## src/rtl/z88_blink_mmu.sv

```systemverilog
// Blink MMU: segment/COM registers, CPU-to-physical bank translation, region decode
// and per-region memory wait-state generation for the z88 tv80s bus.
module z88_blink_mmu #(
   parameter int                BANK_W      = 8,
   parameter logic [BANK_W-1:0] RAM_BANK_LO = 8'h20,
   parameter logic [BANK_W-1:0] EXT_BANK_LO = 8'h40,
   parameter logic [BANK_W-1:0] RAMS_BANK   = 8'h20,
   parameter int                ROM_WAIT    = 1,
   parameter int                RAM_WAIT    = 0,
   parameter int                EXT_WAIT    = 2,
   parameter logic [7:0]        SR_BASE     = 8'hD0,
   parameter logic [7:0]        COM_BASE    = 8'hB0
) (
   input  logic                 clk,
   input  logic                 reset_n,
   input  logic [15:0]          cpu_a,
   input  logic [7:0]           cpu_do,
   input  logic                 cpu_mreq_n,
   input  logic                 cpu_iorq_n,
   input  logic                 cpu_rd_n,
   input  logic                 cpu_wr_n,
   input  logic                 cpu_m1_n,
   input  logic                 cpu_rfsh_n,
   output logic                 cpu_wait_n,
   output logic [7:0]           io_do,
   output logic                 io_oe,
   output logic [BANK_W+13:0]   pa,
   output logic                 rom_sel,
   output logic                 ram_sel,
   output logic                 ext_sel,
   output logic [7:0]           com_out
);

   if (ROM_WAIT < 0 || ROM_WAIT > 15 || RAM_WAIT < 0 || RAM_WAIT > 15 ||
       EXT_WAIT < 0 || EXT_WAIT > 15) begin : g_wait_range_bad
      $error("z88_blink_mmu: wait counts must be in 0..15");
   end

   localparam logic [3:0] ROM_N = 4'(ROM_WAIT);
   localparam logic [3:0] RAM_N = 4'(RAM_WAIT);
   localparam logic [3:0] EXT_N = 4'(EXT_WAIT);

   typedef enum logic [1:0] {
      ST_IDLE,
      ST_WAIT,
      ST_DONE
   } state_t;

   logic [BANK_W-1:0] sr_reg [4];
   logic [7:0]        com_reg;
   state_t            state_reg;
   logic [3:0]        cnt_reg;
   logic              mreq_n_prev_reg;
   logic              io_wr_idle_prev_reg;

   logic [3:0]        sr_hit;
   logic              com_hit;
   logic              io_wr;
   logic              io_wr_edge;
   logic              io_rd;
   logic [BANK_W-1:0] bank;
   logic [3:0]        n_sel;
   logic              start;

   // ---------------- IO address decode ----------------
   genvar gi;
   generate
      for (gi = 0; gi < 4; gi++) begin : g_sr_hit
         assign sr_hit[gi] = (cpu_a[7:0] == 8'(SR_BASE + gi));
      end
   endgenerate

   assign com_hit    = (cpu_a[7:0] == COM_BASE);
   assign io_wr      = !cpu_iorq_n && !cpu_wr_n && cpu_m1_n;
   assign io_rd      = !cpu_iorq_n && !cpu_rd_n && cpu_m1_n;
   assign io_wr_edge = io_wr && io_wr_idle_prev_reg;

   always_comb begin
      io_do = 8'h00;
      io_oe = 1'b0;
      if (io_rd) begin
         if (com_hit) begin
            io_do = com_reg;
            io_oe = 1'b1;
         end
         for (int i = 0; i < 4; i++) begin
            if (sr_hit[i]) begin
               io_do = 8'(sr_reg[i]);
               io_oe = 1'b1;
            end
         end
      end
   end

   // ---------------- Address translation and region decode ----------------
   always_comb begin
      bank = '0;
      if (cpu_a[15:14] == 2'd0) begin
         // Bottom 8K is either the fixed ROM bank 0 or the RAMS bank, chosen by COM[2].
         if (cpu_a[13])
            bank = sr_reg[0];
         else
            bank = com_reg[2] ? RAMS_BANK : '0;
      end else begin
         bank = sr_reg[cpu_a[15:14]];
      end
   end

   assign pa      = {bank, cpu_a[13:0]};
   assign rom_sel = (bank < RAM_BANK_LO);
   assign ram_sel = (bank >= RAM_BANK_LO) && (bank < EXT_BANK_LO);
   assign ext_sel = !rom_sel && !ram_sel;
   assign com_out = com_reg;

   // ---------------- Wait-state generation ----------------
   always_comb begin
      if (rom_sel)
         n_sel = ROM_N;
      else if (ram_sel)
         n_sel = RAM_N;
      else
         n_sel = EXT_N;
   end

   assign start = (state_reg == ST_IDLE) && !cpu_mreq_n && mreq_n_prev_reg &&
                  cpu_rfsh_n && cpu_iorq_n;

   // The first wait cycle is the start cycle itself, so the counter holds N-1.
   assign cpu_wait_n = !((start && (n_sel != 4'd0)) || (state_reg == ST_WAIT));

   always_ff @(posedge clk) begin
      if (!reset_n) begin
         for (int i = 0; i < 4; i++) sr_reg[i] <= '0;
         com_reg             <= 8'h00;
         state_reg           <= ST_IDLE;
         cnt_reg             <= 4'd0;
         mreq_n_prev_reg     <= 1'b1;
         io_wr_idle_prev_reg <= 1'b1;
      end else begin
         mreq_n_prev_reg     <= cpu_mreq_n;
         io_wr_idle_prev_reg <= !io_wr;

         if (io_wr_edge) begin
            for (int i = 0; i < 4; i++) begin
               if (sr_hit[i]) sr_reg[i] <= BANK_W'(cpu_do);
            end
            if (com_hit) com_reg <= cpu_do;
         end

         case (state_reg)
            ST_IDLE: begin
               if (start) begin
                  if (n_sel > 4'd1) begin
                     state_reg <= ST_WAIT;
                     cnt_reg   <= n_sel - 4'd1;
                  end else begin
                     state_reg <= ST_DONE;
                  end
               end
            end
            ST_WAIT: begin
               if (cpu_mreq_n) begin
                  state_reg <= ST_IDLE;
                  cnt_reg   <= 4'd0;
               end else begin
                  cnt_reg <= cnt_reg - 4'd1;
                  if (cnt_reg == 4'd1) state_reg <= ST_DONE;
               end
            end
            ST_DONE: begin
               if (cpu_mreq_n) state_reg <= ST_IDLE;
            end
            default: state_reg <= ST_IDLE;
         endcase
      end
   end

endmodule

```

## config.mk

```make
export PLATFORM = sky130hd
export DESIGN_NAME = z88_blink_mmu
export DESIGN_NICKNAME = d
export VERILOG_FILES = /design/src/rtl/z88_blink_mmu.sv
export SDC_FILE = /design/constraint.sdc
export NUM_CORES = 1
export LEC_CHECK = 0
export CORE_MARGIN = 4
export CORE_UTILIZATION = 49
export DETAILED_ROUTE_END_ITERATION = 10
export PLACE_DENSITY = 0.78
export SLEW_MARGIN = 5
export SYNTH_ARGS = -nofsm -noshare
export SYNTH_HDL_FRONTEND = slang
export SYNTH_SLANG_ARGS = --single-unit
```

## constraint.sdc

```tcl
create_clock -name clk -period 2.5 [get_ports clk]
set_clock_uncertainty 0.2 [all_clocks]
set_input_delay 0.25 -clock clk [delete_from_list [all_inputs] [get_ports clk]]
set_output_delay 0.25 -clock clk [all_outputs]
set_load 0.05 [all_outputs]
```

==> out/results.ini, run 1 <==
[logic_synthesis]
async_flop_share_pct = 0
synth_area_leaders = edfxtp_1, dfxtp_1, and2_1
yosysWarnings = 0
synth.net_count = 294
synthFlopType = edfxtp_1
yosysTopAreaCell = edfxtp_1
ys_seq_elements = 48
synth-edff-count = 32
syn_inst = 260
yosys.area.top_type_share_pct = 34.5
seq_area_frac_synth_pct = 46.0
ys_types = 49
synth_area_um2 = 2780
avgSynthCellArea_um2 = 10.7

[die]
initial_core_util_pct = 50.6
core_um2 = 5510
die_area_um2 = 6950
row_count = 27
die_h_um = 83.4
die_w_um = 83.4
io_pins = 75

[drt]
ant_nets = 0
drtIter0Drc = 201
vias = 2321
dr.pass1.iters = 5
route.detailed.drc = 0
routed_wl_um = 7450
vias_per_cell = 5.75
wl_per_cell_um = 18.5

[clock_tree]
hold_buffers = 0
numCtsBuffers = 5
cts.path.max_buffers = 2
cts_root_buffer = clkbuf_8
ctsHtreeMaxLevel = 2
cts_setup_buffers = 0
clock_sinks = 48
cts_tree = yes
clock_latency_ns = 0.30

[finish]
n_antenna_cell = 0
post-route-util_pct = 70.5
drive_gt1_share_pct = 25.9
final_area_um2 = 3880
layout_commonest_cell = clkdlybuf4s50_1
syn2layout_area_growth_pct = 39.4
nNetsFinal = 365
largest_register_ffs = 32
final_cell_mix = clkdlybuf4s50_1, and2_1, edfxtp_1

[power_and_ir_drop]
power_density_nw_per_um2 = 467
leakage_nw = 1.52
p_int_mw = 1.33
p_seq_share_pct = 48.5
p_sw_mw = 0.486
switching_share_pct = 26.8
power_frac_comb_pct = 20.8
ir_drop_mv = 0.371
power.share.clock_pct = 30.7

[run_status]
status = complete, no violations

[min_path]
whs_endpoint = pa[8]
min_path_type = input port to output pin
hold_start = cpu_a[8]
holdPathStages = 0

[sta]
finalMaxSlewViolations = 0
rsz0062_at_grt = yes
holdWs_ns = 0.300
setup_viol = 0
fin_crit_sh_pct = 98.0
finalCriticalPeriod_ns = 2.45
fmax_mhz = 408
finalHoldViolCount = 0
fin_setup_tns_ns = 0
worst_slew_pin_slew_ns = 0.556
relSlewSlack_pct = 62.8

[critical_path]
critical_path_class = input port to output pin
crit_path_start_kind = input port
path_cells = clkdlybuf4s50_1, mux2_1, mux4_2, nand3_1, a21oi_2, buf_12
regToRegSetupSlack_ns = 0.67
worstPathArrival_ns = 2.00
cp_data_required_time_ns = 2.05
reg2reg_from = io_wr_idle_prev_reg$_SDFF_PN1_
reg2reg_to = sr_reg[3][6]$_SDFFCE_PN0P_
endpoint_kind = output pin
cp_max_fo = 3
crit_slowest_cell = mux4_2
r2r_cells = 4
slowest_delay_ns = 0.52

[job]
maxCapViolCount = 0

[placed_design]
numPortBuffers = 64
dpl_cell_area_um2 = 3760
place_congestion = 0.856
hpwlAfterDp_um = 5570

[grt]
antenna_found_initial = 0
grt.overflow.total = 0
grt_first_pass_wirelength_um = 11900
grt_use_total_pct = 21.8
grt_max_degree = 16
grt_pass1_vias = 2244

-- worst max-delay path, delay by kind of cell --
| kind | cells | cell delay (ns) |
|---|---|---|
| AOI/OAI and AO/OA | 1 | 0.09 |
| buffers and inverters | 2 | 0.67 |
| muxes | 2 | 0.84 |
| and+or+nand+nor | 1 | 0.14 |
-- synth_stat cells (2+ instances only) --
| library cell | instances |
|---|---|
| nand3b_1 | 3 |
| mux2i_1 | 21 |
| a221oi_1 | 4 |
| o41ai_1 | 2 |
| nand2_1 | 4 |
| mux4_2 | 3 |
| and2_1 | 34 |
| nor2b_1 | 3 |
| a22o_2 | 2 |
| o22a_1 | 8 |
| and4bb_2 | 2 |
| nand4_1 | 2 |
| inv_1 | 7 |
| ha_1 | 2 |
| nand2_2 | 2 |
| edfxtp_1 | 32 |
| nor3_1 | 2 |
| and3_1 | 2 |
| buf_4 | 16 |
| o21ai_0 | 6 |
| nand3_1 | 4 |
| nor3b_1 | 4 |
| a31oi_1 | 2 |
| buf_2 | 4 |
| nor3_2 | 2 |
| clkbuf_1 | 4 |
| dfxtp_1 | 16 |
| a21oi_1 | 16 |
| nor2_1 | 15 |
| a22oi_1 | 8 |
| nand2b_1 | 4 |
| a211oi_1 | 7 |
-- through the flow --
step,setup slack (ns),power [mW],instances
floorplan,-0.0307,1.12,260
global placement,-0.209,1.27,396
detailed placement,-0.212,1.27,396
CTS,0.0361,1.82,404
global route,-0.0241,1.87,404
finish,0.0499,1.81,404
-- cell families (layout without fill, tap and decap cells) --
logic type,count (synthesis),after routing,synth area share (%)
xor gates and xnor gates,1,1,0.315
and+or+nand+nor,89,89,19.8
DFF,48,48,46.0
AOI/OAI and AO/OA,61,61,15.4
muxes,25,25,10.4
adders and majority gates,2,2,0.899
buffers and inverters,34,106,7.24
-- power by group through the flow --
stage                     clock, mW  sequential [mW]  combinational [mW]
after global placement            0            0.894               0.371
after detailed placement          0            0.896               0.375
final                         0.556            0.879               0.378
after global routing          0.594            0.882               0.398
after CTS                     0.567            0.878               0.377
after floorplan                   0            0.892               0.230
-- worst max-delay path by stage --
stage | startpoint | end | slack, ns | depth (start not counted)
floorplan | cpu_rd_n | io_do[1] | -0.03 | 3
global placement | cpu_a[2] | io_do[5] | -0.21 | 6
detailed placement | cpu_a[2] | io_do[5] | -0.21 | 6
CTS | cpu_a[2] | io_do[1] | 0.04 | 8
global route | cpu_a[2] | io_do[5] | -0.02 | 7
finish | cpu_a[13] | cpu_wait_n | 0.05 | 6
-- area by class of cell --
type	instances	area, µm²
timing repair buffer	90	1010
fill	384	1630
clock buffer	5	68.8
clock inverter	3	42.5
sequential	48	1280
multi-input combinational	178	1360
inverter	8	30.0
tap	72	90.1
-- layer usage --
metal	wire length (µm)	GRT usage, %
met1	2980	27.2
met2	3560	36.5
met3	688	5.16
met4	226	8.02
met5	0	0
-- timing repair --
item                       4_1_cts  5_1_grt
setup endpoints to repair        7        2
cloned                           0        0
pin swaps                        0        0
resized for setup                1        1
(Power assumes the default switching activity.)
==> inputs of run 2 (changes only) <==
Settings changed: CAP_MARGIN from default to 40, SETUP_SLACK_MARGIN from default to 0.2.
==> out/results.ini, run 2 (synthesis gave the netlist of run 1 again) <==
[run_status]
status = complete, no violations

[clock_tree]
ctsHtreeMaxLevel = 2  ; unchanged
hold_buffers = 0  ; unchanged
clk_pin_slew_ns = 0.08
clock_sinks = 48  ; unchanged
cts_tree = yes
cts.path.max_buffers = 2  ; unchanged
clock_latency_ns = 0.30  ; about the same
numCtsBuffers = 5  ; unchanged
cts_root_buffer = clkbuf_8

[critical_path]
worstPathArrival_ns = 1.84  ; -0.16 ns
endpoint_kind = output pin
crit_path_start_kind = flip-flop
cp_data_required_time_ns = 2.05  ; about the same
critical_path_class = flip-flop to output pin
cp_max_fo = 2  ; -1

[placed_design]
placedCellCount = 400  ; +1.0%
hpwlAfterDp_um = 5840  ; +4.8%
place_congestion = 0.969  ; +13%
numPortBuffers = 64  ; unchanged

[power_and_ir_drop]
ir_drop_mv = 0.313  ; -16%
power_frac_comb_pct = 22.7  ; +1.9 points
power_density_nw_per_um2 = 436  ; -6.6%
power.share.clock_pct = 27.2  ; -3.5 points
power_mw = 1.75  ; -3.4%
p_sw_mw = 0.487  ; +0.18%
p_seq_share_pct = 50.2  ; +1.7 points
leakage_nw = 1.64  ; +7.7%
p_int_mw = 1.26  ; -4.7%
switching_share_pct = 27.8  ; +0.99 points

[grt]
grt.overflow.total = 0  ; unchanged
grt_first_pass_wirelength_um = 12500  ; +5.2%
grt_pass1_vias = 2433  ; +8.4%
antenna_found_initial = 0  ; unchanged
grt_max_degree = 21  ; +5
grt_use_total_pct = 22.8  ; +0.98 points

[die]
die_area_um2 = 6950  ; unchanged
initial_core_util_pct = 50.6  ; unchanged
row_count = 27  ; unchanged
die_w_um = 83.4  ; unchanged
core_um2 = 5510  ; unchanged
die_h_um = 83.4  ; unchanged
io_pins = 75  ; unchanged

[sta]
fin_setup_tns_ns = 0  ; unchanged
finalHoldViolCount = 0  ; unchanged
finalMaxSlewViolations = 0  ; unchanged
holdWs_ns = 0.300  ; unchanged
worst_slew_pin_slew_ns = 0.586  ; +0.0308 ns
setup_viol = 0  ; unchanged
relSlewSlack_pct = 60.8  ; -2.1 points
fin_crit_sh_pct = 91.8  ; -6.2 points
fmax_mhz = 436  ; +6.8%
rsz0062_at_grt = yes
finalCriticalPeriod_ns = 2.29  ; -0.156 ns

[drt]
route.detailed.drc = 0  ; unchanged
vias = 2383  ; +2.7%
top_layer_used = met4
dr.pass1.iters = 4  ; -1
wl_met3_um = 670  ; -2.6%
drtIter0Drc = 265  ; +32%
met1Wirelength_um = 2990  ; +0.40%
ant_nets = 0  ; unchanged
wl_per_cell_um = 19.0  ; +3.2%
vias_per_cell = 5.78  ; +0.68%
met2_length_um = 4040  ; +13%
routed_wl_um = 7850  ; +5.2%

[finish]
fillers = 381  ; -0.78%
syn2layout_area_growth_pct = 44.3
stdcell_count = 412  ; +2.0%
final_cell_mix = and2_1, buf_4, clkdlybuf4s50_1, edfxtp_1, mux2i_1
layout_commonest_cell = and2_1
largest_register_ffs = 32  ; unchanged
n_antenna_cell = 0  ; unchanged
drive_gt1_share_pct = 28.8  ; +2.9 points
post-route-util_pct = 72.9  ; +2.5 points
nNetsFinal = 373  ; +2.2%

[job]
maxCapViolCount = 0  ; unchanged

[min_path]
min_path_type = input port to output pin

[run 2: stage by stage]
step | worst slack, ns | cell area [µm²]
floorplan | 0.0915 | 2840
global placement | 0.0742 | 3810
detailed placement | 0.0731 | 3810
CTS | 0.194 | 3990
global route | 0.162 | 4020
finish | 0.206 | 4020
[run 2: worst max-delay path, stage by stage, from the launching register on]
cell,delay (ns)
edfxtp_1,0.40
mux2_4,0.27
mux4_2,0.50
buf_6,0.15
nor2_4,0.09
buf_12,0.14
[run 2: repair_timing]
action / CTS / global route
endpoints found under the setup margin: 13 / 11
pin swaps: 10 / 4
resized for setup: 20 / 7
cloned: 2 / 0
buffers inserted: 1 / 1
[run 2: area by class of cell]
class                           count  area (µm²)  area share (%)
Multi-Input combinational cell    179        1420            35.4
Clock buffer                        7        86.3            2.15
Sequential cell                    48        1280            31.9
Tap cell                           72        90.1            2.24
Inverter                            8        30.0           0.748
Clock inverter                      1        7.51           0.187
Timing Repair Buffer               97        1100            27.4
[run 2: power groups by stage]
stage	Clock [mW]	Sequential (mW)	Combinational [mW]
6_report	0.475	0.878	0.397
5_1_grt	0.510	0.881	0.417
4_1_cts	0.479	0.877	0.394
3_5_place_dp	0	0.896	0.382
3_3_place_gp	0	0.894	0.376
2_1_floorplan	0	0.892	0.231
[run 2: path summary, 6_finish.rpt]
path,startpoint,end,slack [ns],cells past startpoint
setup / recovery,sr_reg[0][5]$_SDFFCE_PN0P_,rom_sel,0.21,5
hold / removal,cpu_a[8],pa[8],0.30,0
setup reg to reg,io_wr_idle_prev_reg$_SDFF_PN1_,sr_reg[3][0]$_SDFFCE_PN0P_,0.63,4
hold reg to reg,cnt_reg[3]$_SDFFE_PN0P_,cnt_reg[3]$_SDFFE_PN0P_,0.33,2
[run 2: metal layers]
metal / vias up / global-route usage, %
met3: 15 / 4.17
li1: 1114 / -
met2: 132 / 39.4
met1: 1122 / 27.7
met4: 0 / 9.36
met5: - / 0
==> inputs of run 3 (changes only) <==
Settings changed: CTS_CLUSTER_DIAMETER from default to 80.
==> results of run 3 <==
Final layout, timing and power as in run 2 (identical DEF).
